**src/rtl/serial_addsub_if.sv**
```systemverilog
// Operand/result handshake bundle for the digit-serial add/subtract unit.
// The master drives operands and consumes results; the slave is the arithmetic unit.
interface serial_addsub_if #(
  parameter int WIDTH = 16
) ();
  logic             in_valid;
  logic             in_ready;
  logic [WIDTH-1:0] a;
  logic [WIDTH-1:0] b;
  logic [1:0]       op;
  logic             out_valid;
  logic             out_ready;
  logic [WIDTH-1:0] result;
  logic             n;
  logic             v;
  logic             z;
  logic             c;

  modport master (
    output in_valid, a, b, op, out_ready,
    input  in_ready, out_valid, result, n, v, z, c
  );

  modport slave (
    input  in_valid, a, b, op, out_ready,
    output in_ready, out_valid, result, n, v, z, c
  );
endinterface

```
**src/rtl/serial_addsub.sv**
```systemverilog
// Digit-serial signed add/subtract with registered N/V/Z/C flags and optional saturation.
// DIGIT bits are summed per cycle; one extra cycle turns the full raw sum into result and flags.
module serial_addsub #(
  parameter int WIDTH = 16,
  parameter int DIGIT = 4
) (
  input  logic            clk,
  input  logic            rst,
  serial_addsub_if.slave  bus,
  output logic            busy
);

  localparam int NDIG  = WIDTH / DIGIT;
  localparam int CNT_W = $clog2(NDIG + 1);

  if (WIDTH < 2 || DIGIT < 1 || (WIDTH % DIGIT) != 0) begin : g_param_check
    $error("serial_addsub: WIDTH must be >= 2 and a multiple of DIGIT");
  end

  typedef enum logic [1:0] {S_IDLE, S_BUSY, S_DONE} state_t;

  state_t                   r_state;
  state_t                   w_state_nxt;
  logic                     w_accept;
  logic                     w_step;
  logic                     w_final;
  logic                     w_digit_last;

  logic [CNT_W-1:0]         r_cnt;
  logic                     r_carry_p0;
  logic                     r_out_valid;

  logic [WIDTH-1:0]         r_a_p0;
  logic [WIDTH-1:0]         r_b_p0;
  logic [1:0]               r_op_p0;
  logic [WIDTH-1:0]         r_sum_p0;
  logic                     r_cmsb_p0;

  logic [DIGIT:0]           w_dsum;
  logic [WIDTH+DIGIT-1:0]   w_sum_cat;
  logic                     w_raw_v;
  logic signed [WIDTH-1:0]  w_sat;

  logic signed [WIDTH-1:0]  r_result_p1;
  logic                     r_n_p1;
  logic                     r_v_p1;
  logic                     r_z_p1;
  logic                     r_c_p1;

  function automatic logic signed [WIDTH-1:0] f_saturate(
    input logic signed [WIDTH-1:0] raw,
    input logic                    ovf,
    input logic                    sat_en
  );
    logic signed [WIDTH-1:0] lim;
    lim = raw;
    if (sat_en && ovf) begin
      // Overflow flips the sign bit, so a negative-looking raw sum came from positive overflow.
      lim = raw[WIDTH-1] ? {1'b0, {(WIDTH-1){1'b1}}} : {1'b1, {(WIDTH-1){1'b0}}};
    end
    return lim;
  endfunction

  assign bus.in_ready  = !rst && (r_state == S_IDLE || (r_state == S_DONE && bus.out_ready));
  assign w_accept      = bus.in_valid && bus.in_ready;
  assign w_final       = (r_state == S_BUSY) && (r_cnt == CNT_W'(NDIG));
  assign w_step        = (r_state == S_BUSY) && !w_final;
  assign w_digit_last  = (r_cnt == CNT_W'(NDIG - 1));
  assign busy          = (r_state != S_IDLE);

  always_comb begin
    w_state_nxt = r_state;
    case (r_state)
      S_IDLE: if (w_accept) w_state_nxt = S_BUSY;
      S_BUSY: if (w_final) w_state_nxt = S_DONE;
      S_DONE: if (bus.out_ready) w_state_nxt = w_accept ? S_BUSY : S_IDLE;
      default: w_state_nxt = S_IDLE;
    endcase
  end

  always_ff @(posedge clk) begin
    if (rst) r_state <= S_IDLE;
    else     r_state <= w_state_nxt;
  end

  // Stage p0: one digit per cycle, sum digits shifted in from the top.
  assign w_dsum    = {1'b0, r_a_p0[DIGIT-1:0]} + {1'b0, r_b_p0[DIGIT-1:0]}
                   + {{DIGIT{1'b0}}, r_carry_p0};
  assign w_sum_cat = {w_dsum[DIGIT-1:0], r_sum_p0} >> DIGIT;

  always_ff @(posedge clk) begin
    if (rst) begin
      r_cnt       <= '0;
      r_carry_p0  <= 1'b0;
      r_out_valid <= 1'b0;
    end else begin
      r_out_valid <= (w_state_nxt == S_DONE);
      if (w_accept) begin
        r_cnt      <= '0;
        r_carry_p0 <= bus.op[0];
      end else if (w_step) begin
        r_cnt      <= r_cnt + 1'b1;
        r_carry_p0 <= w_dsum[DIGIT];
      end
    end
  end

  always_ff @(posedge clk) begin
    if (w_accept) begin
      r_a_p0  <= bus.a;
      r_b_p0  <= bus.b ^ {WIDTH{bus.op[0]}};
      r_op_p0 <= bus.op;
    end else if (w_step) begin
      r_a_p0   <= r_a_p0 >> DIGIT;
      r_b_p0   <= r_b_p0 >> DIGIT;
      r_sum_p0 <= w_sum_cat[WIDTH-1:0];
      // Carry into the MSB recovered from the MSB sum bit and its two operand bits.
      if (w_digit_last)
        r_cmsb_p0 <= w_dsum[DIGIT-1] ^ r_a_p0[DIGIT-1] ^ r_b_p0[DIGIT-1];
    end
  end

  // Stage p1: flags and saturation from the full-width raw sum.
  assign w_raw_v = r_cmsb_p0 ^ r_carry_p0;
  assign w_sat   = f_saturate(r_sum_p0, w_raw_v, r_op_p0[1]);

  always_ff @(posedge clk) begin
    if (rst) begin
      r_result_p1 <= '0;
      r_n_p1      <= 1'b0;
      r_v_p1      <= 1'b0;
      r_z_p1      <= 1'b0;
      r_c_p1      <= 1'b0;
    end else if (w_final) begin
      r_result_p1 <= w_sat;
      r_n_p1      <= w_sat[WIDTH-1];
      r_v_p1      <= w_raw_v;
      r_z_p1      <= (w_sat == '0);
      r_c_p1      <= r_carry_p0 ^ r_op_p0[0];
    end
  end

  assign bus.out_valid = r_out_valid;
  assign bus.result    = r_result_p1;
  assign bus.n         = r_n_p1;
  assign bus.v         = r_v_p1;
  assign bus.z         = r_z_p1;
  assign bus.c         = r_c_p1;

endmodule

```
**src/flat_wrapper.sv**
```systemverilog
// flat-port wrapper written by rule: the top's interface ports become plain ports
module serial_addsub_flat 
#(
  parameter int WIDTH = 16,
  parameter int DIGIT = 4
)
  (clk, rst, busy, bus_in_valid, bus_a, bus_b, bus_op, bus_out_ready, bus_in_ready, bus_out_valid, bus_result, bus_n, bus_v, bus_z, bus_c);
  serial_addsub_if #(.WIDTH(WIDTH)) bus_i ();
  input  logic clk;
  input  logic rst;
  output logic busy;
  input wire logic [$bits(bus_i.in_valid)-1:0] bus_in_valid;
  input wire logic [$bits(bus_i.a)-1:0] bus_a;
  input wire logic [$bits(bus_i.b)-1:0] bus_b;
  input wire logic [$bits(bus_i.op)-1:0] bus_op;
  input wire logic [$bits(bus_i.out_ready)-1:0] bus_out_ready;
  output wire logic [$bits(bus_i.in_ready)-1:0] bus_in_ready;
  output wire logic [$bits(bus_i.out_valid)-1:0] bus_out_valid;
  output wire logic [$bits(bus_i.result)-1:0] bus_result;
  output wire logic [$bits(bus_i.n)-1:0] bus_n;
  output wire logic [$bits(bus_i.v)-1:0] bus_v;
  output wire logic [$bits(bus_i.z)-1:0] bus_z;
  output wire logic [$bits(bus_i.c)-1:0] bus_c;
  assign bus_i.in_valid = bus_in_valid;
  assign bus_i.a = bus_a;
  assign bus_i.b = bus_b;
  assign bus_i.op = bus_op;
  assign bus_i.out_ready = bus_out_ready;
  assign bus_in_ready = bus_i.in_ready;
  assign bus_out_valid = bus_i.out_valid;
  assign bus_result = bus_i.result;
  assign bus_n = bus_i.n;
  assign bus_v = bus_i.v;
  assign bus_z = bus_i.z;
  assign bus_c = bus_i.c;
  serial_addsub #(.WIDTH(WIDTH), .DIGIT(DIGIT)) u_core (.clk(clk), .rst(rst), .bus(bus_i), .busy(busy));
endmodule
```
**config.mk**
```make
export PLATFORM = sky130hd
export DESIGN_NAME = serial_addsub_flat
export DESIGN_NICKNAME = d
export VERILOG_FILES = /design/src/rtl/serial_addsub_if.sv /design/src/rtl/serial_addsub.sv /design/src/flat_wrapper.sv
export SDC_FILE = /design/constraint.sdc
export NUM_CORES = 1
export LEC_CHECK = 0
export BUFFER_PORTS_ARGS = -buffer_cell sky130_fd_sc_hd__buf_4
export CAP_MARGIN = 10
export CELL_PAD_IN_SITES_DETAIL_PLACEMENT = 0
export CELL_PAD_IN_SITES_GLOBAL_PLACEMENT = 2
export CORE_ASPECT_RATIO = 0.6
export CORE_UTILIZATION = 38
export CTS_BUF_LIST = sky130_fd_sc_hd__clkbuf_4 sky130_fd_sc_hd__clkbuf_8 sky130_fd_sc_hd__clkbuf_16
export DETAILED_ROUTE_END_ITERATION = 10
export PLACE_DENSITY = 0.87
export SYNTH_ARGS = -nofsm -noshare
export SYNTH_HDL_FRONTEND = slang
export SYNTH_SLANG_ARGS = --single-unit
```
**constraint.sdc**
```tcl
create_clock -name clk -period 4.35 [get_ports clk]
set_input_delay 0.2175 -clock clk [delete_from_list [all_inputs] [get_ports clk]]
set_output_delay 0.2175 -clock clk [all_outputs]
set_load 0.05 [all_outputs]
```
; ---- Word level (Yosys, flattened, before mapping)
; Cells that the tools add are included.
; W data, S select, Z words.
[word_totals]
register_bits = 78
in_bits = 38
out_inout_bits = 23
elab_cells = 57
[op_classes]
n_addsub = 3
eq_ne = 5
n_mux = 13
bitwise = 6
n_reduce_logical = 16
[ops]
columns = op, n
row1 = $mux W16, 6
row2 = $logic_not A16 Y1, 1
row3 = $xor A16 B16 Y16, 1
row4 = $logic_and A1 B1 Y1, 6
row5 = $mux W2, 3
row6 = $pmux W2 S3, 1
row7 = $add A4 B4 Y5, 1
row8 = $add A5 B1 Y5, 1
row9 = $eq A2 B2 Y1 const B, 2
row10 = $reduce_bool A2 Y1, 2
row11 = $xor A1 B1 Y1, 4
row12 = $add A3 B1 Y3 const B, 1
row13 = $eq A3 B2 Y1 const B, 1
row14 = $eq A3 B3 Y1 const B, 1
row15 = $mux W1, 3
row16 = $reduce_and A3 Y1, 1
row17 = $eq A2 B1 Y1 const B, 1
row18 = $logic_not A1 Y1, 2
row19 = $logic_not A2 Y1, 1
row20 = $reduce_and A2 Y1, 1
row21 = $reduce_or A2 Y1, 1
row22 = $logic_or A1 B1 Y1, 1
row23 = $not A1 Y1, 1

; ---- Logic depth before layout (Yosys ltp)
; Gate-level depths: netlist of run 1.
[depth]
word_depth = 9
ltp_mapped = 8
depth_no_buf = 7

; ---- Worst setup path after synthesis of run 1
; Ideal clock, no wire load.
[synth_timing]
kind = register to register
startpoint = register u_core.r_state[1]
endpoint = register u_core.r_a_p0[0] (enable)
setup_ns = 0.389
t_arrival_ns = 1.913
required_time_ns = 3.961
path_slack_ns = 2.048
stages_incl_launch_ff = 6
path_buffers = 2
synth_period_minus_slack_ns = 2.302
cell_sequence = dfxtp_1 > nor2b_4 > or4b_4 > buf_6 > buf_2 > nand2_1
[synth_between]
elab_chain_len = 6
word_cells_on_any_way = 11
cone_classes = eq/ne: 2 / reduce/logical: 9
[synth_rtl]
columns = item, line_no
row1 = "start, declared", serial_addsub.sv:22  ; state_t r_state;
row2 = "start signal, assigned", serial_addsub.sv:83  ; else r_state <= w_state_nxt;
row3 = $eq A2 B2 Y1, serial_addsub.sv:64  ; assign bus.in_ready = !rst && (r_state == S_IDLE || (r_state == S_DONE && bus.out_ready));
row4 = $logic_and A1 B1 Y1, serial_addsub.sv:64
row5 = $logic_or A1 B1 Y1, serial_addsub.sv:64
row6 = $logic_and A1 B1 Y1, serial_addsub.sv:64
row7 = $logic_and A1 B1 Y1, serial_addsub.sv:65  ; assign w_accept = bus.in_valid && bus.in_ready;
row8 = $reduce_bool A2 Y1 (no line) (*), -
row9 = "end signal, assigned", serial_addsub.sv:110  ; r_a_p0 <= bus.a;
row10 = "end signal, assigned", serial_addsub.sv:114  ; r_a_p0 <= r_a_p0 >> DIGIT;
row11 = "end, declared", serial_addsub.sv:33  ; logic [WIDTH-1:0] r_a_p0;
; Mark *: on every way between the ends. The rest lies on a longest branch, timed or not.
; A chain may end at the register's enable or synchronous reset.

; ---- Worst setup path in the final report of run 1
[layout_timing]
startpoint = register u_core.r_state[1]
endpoint = register u_core.r_a_p0[12] (enable)
; Same word-level chain as after synthesis.

==> results of run 1 <==
## critical path: cells and delay by family (launching register included)
family                 cells  cell delay [ps]
and+or+nand+nor            3              990
buffers and inverters      1              380
DFF                        1              330
## state kept, by name, indices dropped and copies added, names as in the netlist
| name | count |
|---|---|
| u_core.bus.c | 1 |
| u_core.bus.n | 1 |
| u_core.bus.out_valid | 1 |
| u_core.bus.result | 15 |
| u_core.bus.v | 1 |
| u_core.bus.z | 1 |
| u_core.r_a_p0 | 16 |
| u_core.r_b_p0 | 16 |
| u_core.r_carry_p0 | 1 |
| u_core.r_cmsb_p0 | 1 |
| u_core.r_cnt | 3 |
| u_core.r_op_p0 | 2 |
| u_core.r_state | 2 |
| u_core.r_sum_p0 | 16 |
## layout by cell type, fill, tap and decap left out, types with 3 or more instances in the layout
master,netlist,routed
nand2_1,53,53
nor2_1,26,26
edfxtp_1,51,51
nor4_1,3,3
xnor2_1,22,22
dfxtp_1,26,26
inv_1,13,13
nor3_1,19,19
buf_4,4,62
a21oi_1,20,20
clkbuf_16,0,11
and2_1,4,4
a211oi_1,3,3
ha_1,6,6
o21ai_0,13,13
## metrics by stage
step	hold WS (ps)	area, um2	power [mW]	instances
finish	67.65	4120	1.826	472
global route	54.98	4120	1.906	472
CTS	54.16	4120	1.846	472
detailed placement	409.9	3811	1.096	456
global placement	408.0	3811	1.092	456
floorplan	316.4	3327	1.030	301
## report_power, final
group	internal, mW	total, mW	switching, mW
combinational	0.0836	0.205	0.121
clock	0.461	0.745	0.284
sequential	0.851	0.875	0.0245
## cell type report
class	count	area (um2)	area share (%)
Clock buffer	12	282.8	6.863
Tap cell	112	140.1	3.401
Inverter	14	57.56	1.397
Multi-Input combinational cell	191	1096	26.60
Clock inverter	4	26.28	0.6377
Sequential cell	77	2052	49.80
Timing Repair Buffer	62	465.4	11.30
## routing by layer
| layer | track usage [%] | part of all wire, % | up-vias |
|---|---|---|---|
| met5 | 0 | 0 | - |
| met4 | 6.098 | 1.2 | 0 |
| met3 | 5.368 | 4.3 | 8 |
| met2 | 21.16 | 42 | 41 |
| met1 | 22.07 | 53 | 998 |
| li1 | - | - | 1132 |
## kinds of logic (layout without fill, tap and decap cells)
family / after synthesis / in the layout / share of synthesized area (%)
buffers and inverters: 33 / 92 / 5.378
adder cells (fa/ha/maj): 8 / 8 / 3.460
XOR/XNOR: 24 / 24 / 6.318
flip-flops: 77 / 77 / 61.68
AND/OR/NAND/NOR: 118 / 118 / 16.25
AO/OA/AOI/OAI: 41 / 41 / 6.920
## final timing paths
check                           slack (ps)  cells past startpoint                 to
worst max-delay path                  2310                      4  u_core.r_a_p0[12]
worst min-delay path                    70                      1  u_core.r_op_p0[1]
worst max register to register        2310                      4  u_core.r_a_p0[12]
worst min register to register         480                      2       u_core.bus.z
==> results.sh, run 1 <==
export IMPL_cts_max_level=3
export IMPL_worstSetupPathType="reg2reg"
export IMPL_setup_tns_ps=0
export IMPL_synth_edf_count=51
export IMPL_yosysTopAreaCell="edfxtp_1"
export IMPL_clkLatencyLatePin_ps=330
export IMPL_leakage_nw=1.645
export IMPL_area_growth_pct=23.84
export IMPL_outcome="finished, final reports clean"
export IMPL_synth_nets=347
export IMPL_firstDrtPassIters=4
export IMPL_synth_seq_area_share_pct=61.68
export IMPL_crit_path_top_delay_cell="or4b_4"
export IMPL_cellPowerDensity_nw_per_um2=443.1
export IMPL_diodes=0
export IMPL_cts_sinks=77
export IMPL_synth_top_cell_area_share_pct=46.03
export IMPL_setup_viol=0
export IMPL_fin_ws_ps=2308
export IMPL_synth_seq_cells=77
export IMPL_cts_root_buffer="clkbuf_16"
export IMPL_cp_arrival_ps=2030
export IMPL_cts_tree="built"
export IMPL_yosysMostFrequentCell="nand2_1"
export IMPL_max_stage_delay_ps=720
export IMPL_path_max_fanout=44
export IMPL_numCtsBuffers=9
export IMPL_ys_flop_type="edfxtp_1"
export IMPL_cts_repair_resized=0
export IMPL_grt_max_degree=45
export IMPL_worst_pin_slew_ps=1050
export IMPL_fmax_mhz=489.7
export IMPL_die_h_um=74.48
export IMPL_rsz0062_at_grt="no"
export IMPL_grt_use_total_pct=15.41
export IMPL_yosys_top_cells_area="edfxtp_1 46%, dfxtp_1 16%, nand2_1 6.0%"
export IMPL_syn_avg_cell_area_um2=11.05
export IMPL_fin_crit_ps=2042
export IMPL_antenna_found_initial=0
export IMPL_synthCells=301
export IMPL_end_kind="flip-flop"
export IMPL_max_slew_margin_pct=29.54
export IMPL_cts_setup_buffers=0
export IMPL_maxCapViolations=0
export IMPL_grt_pass1_vias=2025
export IMPL_postLayoutCoreUtil_pct=48.53
export IMPL_ys_types=39
export IMPL_drt_iter0_markers=132
export IMPL_clk_pin_slew_worst_paths_ps=60
export IMPL_hold_path_class="in2reg"
export IMPL_finalCritPeriodShare_pct=46.94
export IMPL_drive_gt1_share_pct=23.33
export IMPL_core_area_um2=8491
export IMPL_io_pins=61
export IMPL_path_cells="nor2b_4 -> or4b_4 -> nand2_1 -> buf_4"
export IMPL_worstSetupStartpoint="u_core.r_state[1]"
export IMPL_grt_pass1_wl_um=10220
export IMPL_die_width_um=122.8
export IMPL_synthTopCellsByCount="53 x nand2_1, 51 x edfxtp_1, 26 x dfxtp_1, 26 x nor2_1, 22 x xnor2_1"
export IMPL_routabilityCongestion=0.7624
export IMPL_reg2reg_from="u_core.r_state[1]"
export IMPL_cts_hold_buf=0
export IMPL_num_vias=2179
export IMPL_hold_viol=0
export IMPL_initial_utilization_pct=39.18
export IMPL_irDropWorstVdd_v=0.0002011
export IMPL_viasPerCell=4.617
export IMPL_synth_warnings=0
export IMPL_hpwl_um=4327
export IMPL_drcViolationCount=0
export IMPL_fin_worst_skew_ps=7.376
export IMPL_cp_start_kind="flip-flop"
export IMPL_grt_overflow=0
export IMPL_wirelength_um=6398
export IMPL_die_area_um2=9146
export IMPL_syn_area_um2=3327
export IMPL_slew_violations=0
export IMPL_rows=26
export IMPL_required_ps=4340
export IMPL_ant_nets=0
export IMPL_hp_start="bus_op[1]"
export IMPL_io_buffers=60
export IMPL_clock_path_buffers=2
export IMPL_async_reset_ff_share_pct=0
export IMPL_preCtsSetupSlack_ps=2229
export IMPL_nets=401
export IMPL_wl_per_cell_um=13.56
export IMPL_num_fill_cells=793
(Power assumes the default switching activity.)
==> inputs of run 2 (changes only) <==
CORE_UTILIZATION = 35   (was 38)
PLACE_DENSITY = 0.82   (was 0.87)
clock period = 2 ns   (was 4.35 ns; I/O delays follow)
==> results.sh, run 2 (synthesis gave the netlist of run 1 again) <==
export IMPL_outcome="finished, final reports clean"
export IMPL_crit_top_cell="fa_1"
export IMPL_fin_crit_ps=1867
export IMPL_setup_viol=0
export IMPL_r2r_end="u_core.r_carry_p0"
export IMPL_hold_slack_ps=20.01
export IMPL_firstDrtPassIters=4
export IMPL_final_area_um2=4205
export IMPL_drive_gt1_share_pct=24.80
export IMPL_clock_power_share_pct=40.8
export IMPL_end_kind="flip-flop"
export IMPL_cts_max_level=3
export IMPL_routabilityCongestion=0.7452
export IMPL_path_buf_inv=1
export IMPL_ant_nets=0
export IMPL_path_max_fanout=2
export IMPL_whs_endpoint="u_core.r_a_p0[8]"
export IMPL_num_fill_cells=892
export IMPL_grt_max_degree=33
export IMPL_crit_path_top_delay_cell="fa_1"
export IMPL_max_stage_delay_ps=430
export IMPL_grt_pass1_wl_um=10470
export IMPL_rows=27
export IMPL_clk_pin_slew_worst_paths_ps=60
export IMPL_grt_use_total_pct=14.06
export IMPL_maxCapViolations=0
export IMPL_io_pins=61
export IMPL_hold_path_class="in2reg"
export IMPL_initial_utilization_pct=36.21
export IMPL_area_growth_pct=26.40
export IMPL_reg2reg_from="u_core.r_a_p0[0]"
export IMPL_grt_pass1_vias=2053
export IMPL_cp_start_kind="flip-flop"
export IMPL_cp_top_family="adder cells"
export IMPL_final_common_cell="buf_4"
export IMPL_num_vias=2212
export IMPL_cp_arrival_ps=2140
export IMPL_numCtsBuffers=9
export IMPL_hpwl_um=4364
export IMPL_leakage_nw=1.684
export IMPL_die_area_um2=9912
export IMPL_finalPower_mw=3.998
export IMPL_core_area_um2=9189
export IMPL_clock_path_buffers=2
export IMPL_combPwrFrac_pct=11.6
export IMPL_worstSetupPathType="reg2reg"
export IMPL_drcViolationCount=0
export IMPL_seqPwrFrac_pct=47.5
export IMPL_cts_setup_buffers=0
export IMPL_max_slew_margin_pct=33.12
export IMPL_grt_overflow=0
export IMPL_rsz0062_at_grt="no"
export IMPL_drt_iter0_markers=100
export IMPL_antenna_found_initial=0
export IMPL_fin_worst_skew_ps=5.426
export IMPL_nets=408
export IMPL_swShare_pct=25.28
export IMPL_die_width_um=127.9
export IMPL_hold_viol=0
export IMPL_cts_tree="built"
export IMPL_p_int_mw=2.987
export IMPL_path_cells="inv_1 -> fa_1 -> fa_1 -> nor2b_1 -> o21a_1 -> o21ai_0 -> a31oi_2"
export IMPL_diodes=0
export IMPL_cts_root_buffer="clkbuf_16"
export IMPL_die_h_um=77.52
export IMPL_final_cell_mix="67 x buf_4, 52 x nand2_1, 51 x edfxtp_1"
export IMPL_p_sw_mw=1.011
export IMPL_clkLatencyLatePin_ps=340
export IMPL_dpl_cell_area_um2=3894
export IMPL_stdcell_count=497
export IMPL_io_buffers=60
export IMPL_viasPerCell=4.451
export IMPL_fin_ws_ps=132.9
export IMPL_irDropWorstVdd_v=0.0004011
export IMPL_regToRegSetupSlack_ps=130
export IMPL_postLayoutCoreUtil_pct=45.77
export IMPL_cts_sinks=77
export IMPL_setup_tns_ps=0
export IMPL_top_regs="u_core.r_a_p0 (16), u_core.r_b_p0 (16), u_core.r_sum_p0 (16)"
export IMPL_wirelength_um=6394
export IMPL_dp_cells=480
export IMPL_worst_pin_slew_ps=996.5
export IMPL_fmax_mhz=535.6
export IMPL_wl_per_cell_um=12.87
export IMPL_holdPathStages=3
export IMPL_slew_violations=0
export IMPL_ff2ff_path_depth=7
export IMPL_preCtsSetupSlack_ps=156.1
export IMPL_cellPowerDensity_nw_per_um2=950.6
export IMPL_finalCritPeriodShare_pct=93.36
export IMPL_required_ps=2270
export IMPL_hp_start="bus_a[8]"
## run 2: final cells by class
class | count | area, um2 | share of cell area, %
Tap cell | 130 | 162.7 | 3.868
Inverter | 14 | 57.56 | 1.369
Clock inverter | 6 | 51.30 | 1.220
Clock buffer | 10 | 250.2 | 5.951
Timing Repair Buffer | 69 | 533.0 | 12.67
Sequential cell | 77 | 2052 | 48.80
Multi-Input combinational cell | 191 | 1099 | 26.12
## run 2: what timing repair did
action,CTS,global route
hold buffers,1,0
resized for setup,0,0
setup endpoints to repair,0,0
hold endpoints to repair,1,0
## run 2: routing by layer
metal	GRT usage, %	routed length (um)
met2	18.75	2536
met1	20.11	3418
met5	0	0
met4	6.000	100
met3	5.172	339
## run 2: power groups by stage
stage / logic [mW] / clock network, mW / registers, mW
floorplan: 0.296 / 0 / 1.94
global placement: 0.464 / 0 / 1.93
detailed placement: 0.471 / 0 / 1.93
CTS: 0.476 / 1.68 / 1.90
global route: 0.521 / 1.73 / 1.91
finish: 0.465 / 1.63 / 1.90
## run 2: tightest hold or removal path: stages
cell and delay, ps:
buf_4 70, nand2_1 40, nand2_1 40
## run 2: worst max path at each step
stage	from	slack, ps	depth (start not counted)	to
after floorplan	u_core.r_state[1]	0.4	5	u_core.r_a_p0[0]
after global placement	u_core.r_b_p0[0]	210	7	u_core.r_carry_p0
after detailed placement	u_core.r_a_p0[0]	160	7	u_core.r_carry_p0
after CTS	u_core.r_b_p0[0]	130	7	u_core.r_carry_p0
after global routing	u_core.r_carry_p0	40	7	u_core.r_carry_p0
final	u_core.r_a_p0[0]	130	7	u_core.r_carry_p0
==> inputs of run 3 (changes only) <==
clock period = 1.8 ns   (was 2 ns; I/O delays follow)
==> results.sh, run 3 (synthesis gave the netlist of run 1 again) <==
export IMPL_outcome="finished, violations left"
export IMPL_violations="design-rule violations"
export IMPL_wl_per_cell_um=13.06
export IMPL_combPwrFrac_pct=12.5
export IMPL_max_slew_margin_pct=79.66
export IMPL_path_buf_inv=1
export IMPL_setup_viol=0
export IMPL_grt_overflow=0
export IMPL_end_kind="flip-flop"
export IMPL_path_cells="inv_1 -> fa_2 -> fa_2 -> nor2b_1 -> o21a_1 -> o21ai_0 -> a31oi_2"
export IMPL_required_ps=2060
export IMPL_firstDrtPassIters=7
export IMPL_cts_setup_buffers=0
export IMPL_worstSetupPathType="reg2reg"
export IMPL_clk_pin_slew_worst_paths_ps=60
export IMPL_dr_wl_met3_um=414
export IMPL_clock_power_share_pct=38.7
export IMPL_drt_met1_wl_um=3398
export IMPL_num_vias=2250
export IMPL_area_growth_pct=27.38
export IMPL_worst_pin_slew_ps=297.4
export IMPL_drive_gt1_share_pct=26.61
export IMPL_diodes=0
export IMPL_seqCellArea_um2=2052
export IMPL_p_sw_mw=1.054
export IMPL_cp_start_kind="flip-flop"
export IMPL_grt_pass1_vias=2130
export IMPL_setup_tns_ps=0
export IMPL_multi_input_area_um2=1121
export IMPL_nets=413
export IMPL_cts_sinks=77
export IMPL_final_common_cell="buf_4"
export IMPL_finalPower_mw=4.320
export IMPL_crit_top_cell="fa_2"
export IMPL_grt_max_degree=33
export IMPL_max_stage_delay_ps=400
export IMPL_hold_slack_ps=18.71
export IMPL_wirelength_um=6556
export IMPL_antenna_found_initial=0
export IMPL_clkLatencyLatePin_ps=340
export IMPL_routabilityCongestion=0.7568
export IMPL_slew_violations=0
export IMPL_cellPowerDensity_nw_per_um2=1019
export IMPL_ant_nets=0
export IMPL_stdcell_count=502
export IMPL_io_buffers=60
export IMPL_drt_iter0_markers=92
export IMPL_grt_use_total_pct=14.44
export IMPL_leakage_nw=1.699
export IMPL_viasPerCell=4.482
export IMPL_hpwl_um=4595
export IMPL_rows=27
export IMPL_die_area_um2=9912
export IMPL_fmax_mhz=587.3
export IMPL_cts_max_level=3
export IMPL_dp_cells=485
export IMPL_crit_path_top_delay_cell="fa_2"
export IMPL_maxCapViolations=0
export IMPL_io_pins=61
export IMPL_initial_utilization_pct=36.21
export IMPL_rsz0062_at_grt="no"
export IMPL_die_width_um=127.9
export IMPL_top_regs="u_core.r_a_p0 (16), u_core.r_b_p0 (16), u_core.r_sum_p0 (16)"
export IMPL_hold_viol=0
export IMPL_cts_root_buffer="clkbuf_16"
export IMPL_cts_tree="built"
export IMPL_seqPwrFrac_pct=48.8
export IMPL_num_fill_cells=883
export IMPL_drcViolationCount=2
export IMPL_postLayoutCoreUtil_pct=46.12
export IMPL_met2_length_um=2684
export IMPL_hp_start="bus_a[11]"
export IMPL_hold_path_class="in2reg"
export IMPL_cp_arrival_ps=1970
export IMPL_clock_path_buffers=2
export IMPL_finalCritPeriodShare_pct=94.59
export IMPL_reg2reg_from="u_core.r_b_p0[0]"
export IMPL_grt_pass1_wl_um=10700
export IMPL_numCtsBuffers=9
export IMPL_irDropWorstVdd_v=0.0004617
export IMPL_fin_worst_skew_ps=9.961
export IMPL_die_h_um=77.52
export IMPL_highest_layer="met4"
export IMPL_swShare_pct=24.38
export IMPL_p_int_mw=3.267
export IMPL_path_max_fanout=2
export IMPL_final_cell_mix="72 x buf_4, 52 x nand2_1, 51 x edfxtp_1"
export IMPL_core_area_um2=9189
export IMPL_worstSetupStartpoint="u_core.r_b_p0[0]"
export IMPL_cp_top_family="adder cells"
export IMPL_fin_crit_ps=1703
## run 3: cell count changes in the layout (fill, tap and decap cells not counted), sizes merged
cell	before	now
inv	18	14
buf	68	73
clkinv	2	4
clkinvlp	0	1
clkbuf	10	11
## run 3: final timing paths
check                      endpoint  slack, ps  cells after the start
hold / removal    u_core.r_a_p0[11]         20                      3
hold reg to reg        u_core.bus.z        480                      2
setup / recovery  u_core.r_carry_p0        100                      7
setup reg to reg  u_core.r_carry_p0        100                      7
## run 3: metrics by stage
step	setup WS, ps	cell area (um2)
2_1_floorplan	29.14	3343
3_3_place_gp	50.48	3945
3_5_place_dp	-11.87	3945
4_1_cts	22.94	4232
5_1_grt	28.48	4238
6_report	97.29	4238
## run 3: layer usage
layer  vias up  track usage (%)
met5         -                0
met4         0            4.588
met3         5            5.586
met2        59            19.40
met1      1030            20.96
li1       1156                -
## run 3: cell type report
| class | instances | area share [%] |
|---|---|---|
| clock buffer | 11 | 5.816 |
| clock inverter | 5 | 0.6495 |
| inverter | 14 | 1.358 |
| multi-input combinational | 191 | 26.45 |
| sequential | 77 | 48.42 |
| tap | 130 | 3.838 |
| timing repair buffer | 74 | 13.46 |
## run 3: power groups by stage
stage	logic [mW]	clock network (mW)	registers [mW]
detailed placement	0.541	0	2.15
global placement	0.537	0	2.14
floorplan	0.335	0	2.16
finish	0.540	1.67	2.11
CTS	0.548	1.71	2.11
global route	0.610	1.79	2.12
## run 3: what timing repair did
item,CTS,global route
hold buffers,1,0
pin swaps,0,0
hold endpoints to repair,1,0
setup endpoints to repair,1,2
resized for setup,1,2
## run 3: worst register-to-register path: stages, from the launching register on
cell and delay (ps):
edfxtp_1 320, inv_1 60, fa_2 400, fa_2 350
nor2b_1 120, o21a_1 120, o21ai_0 80, a31oi_2 190
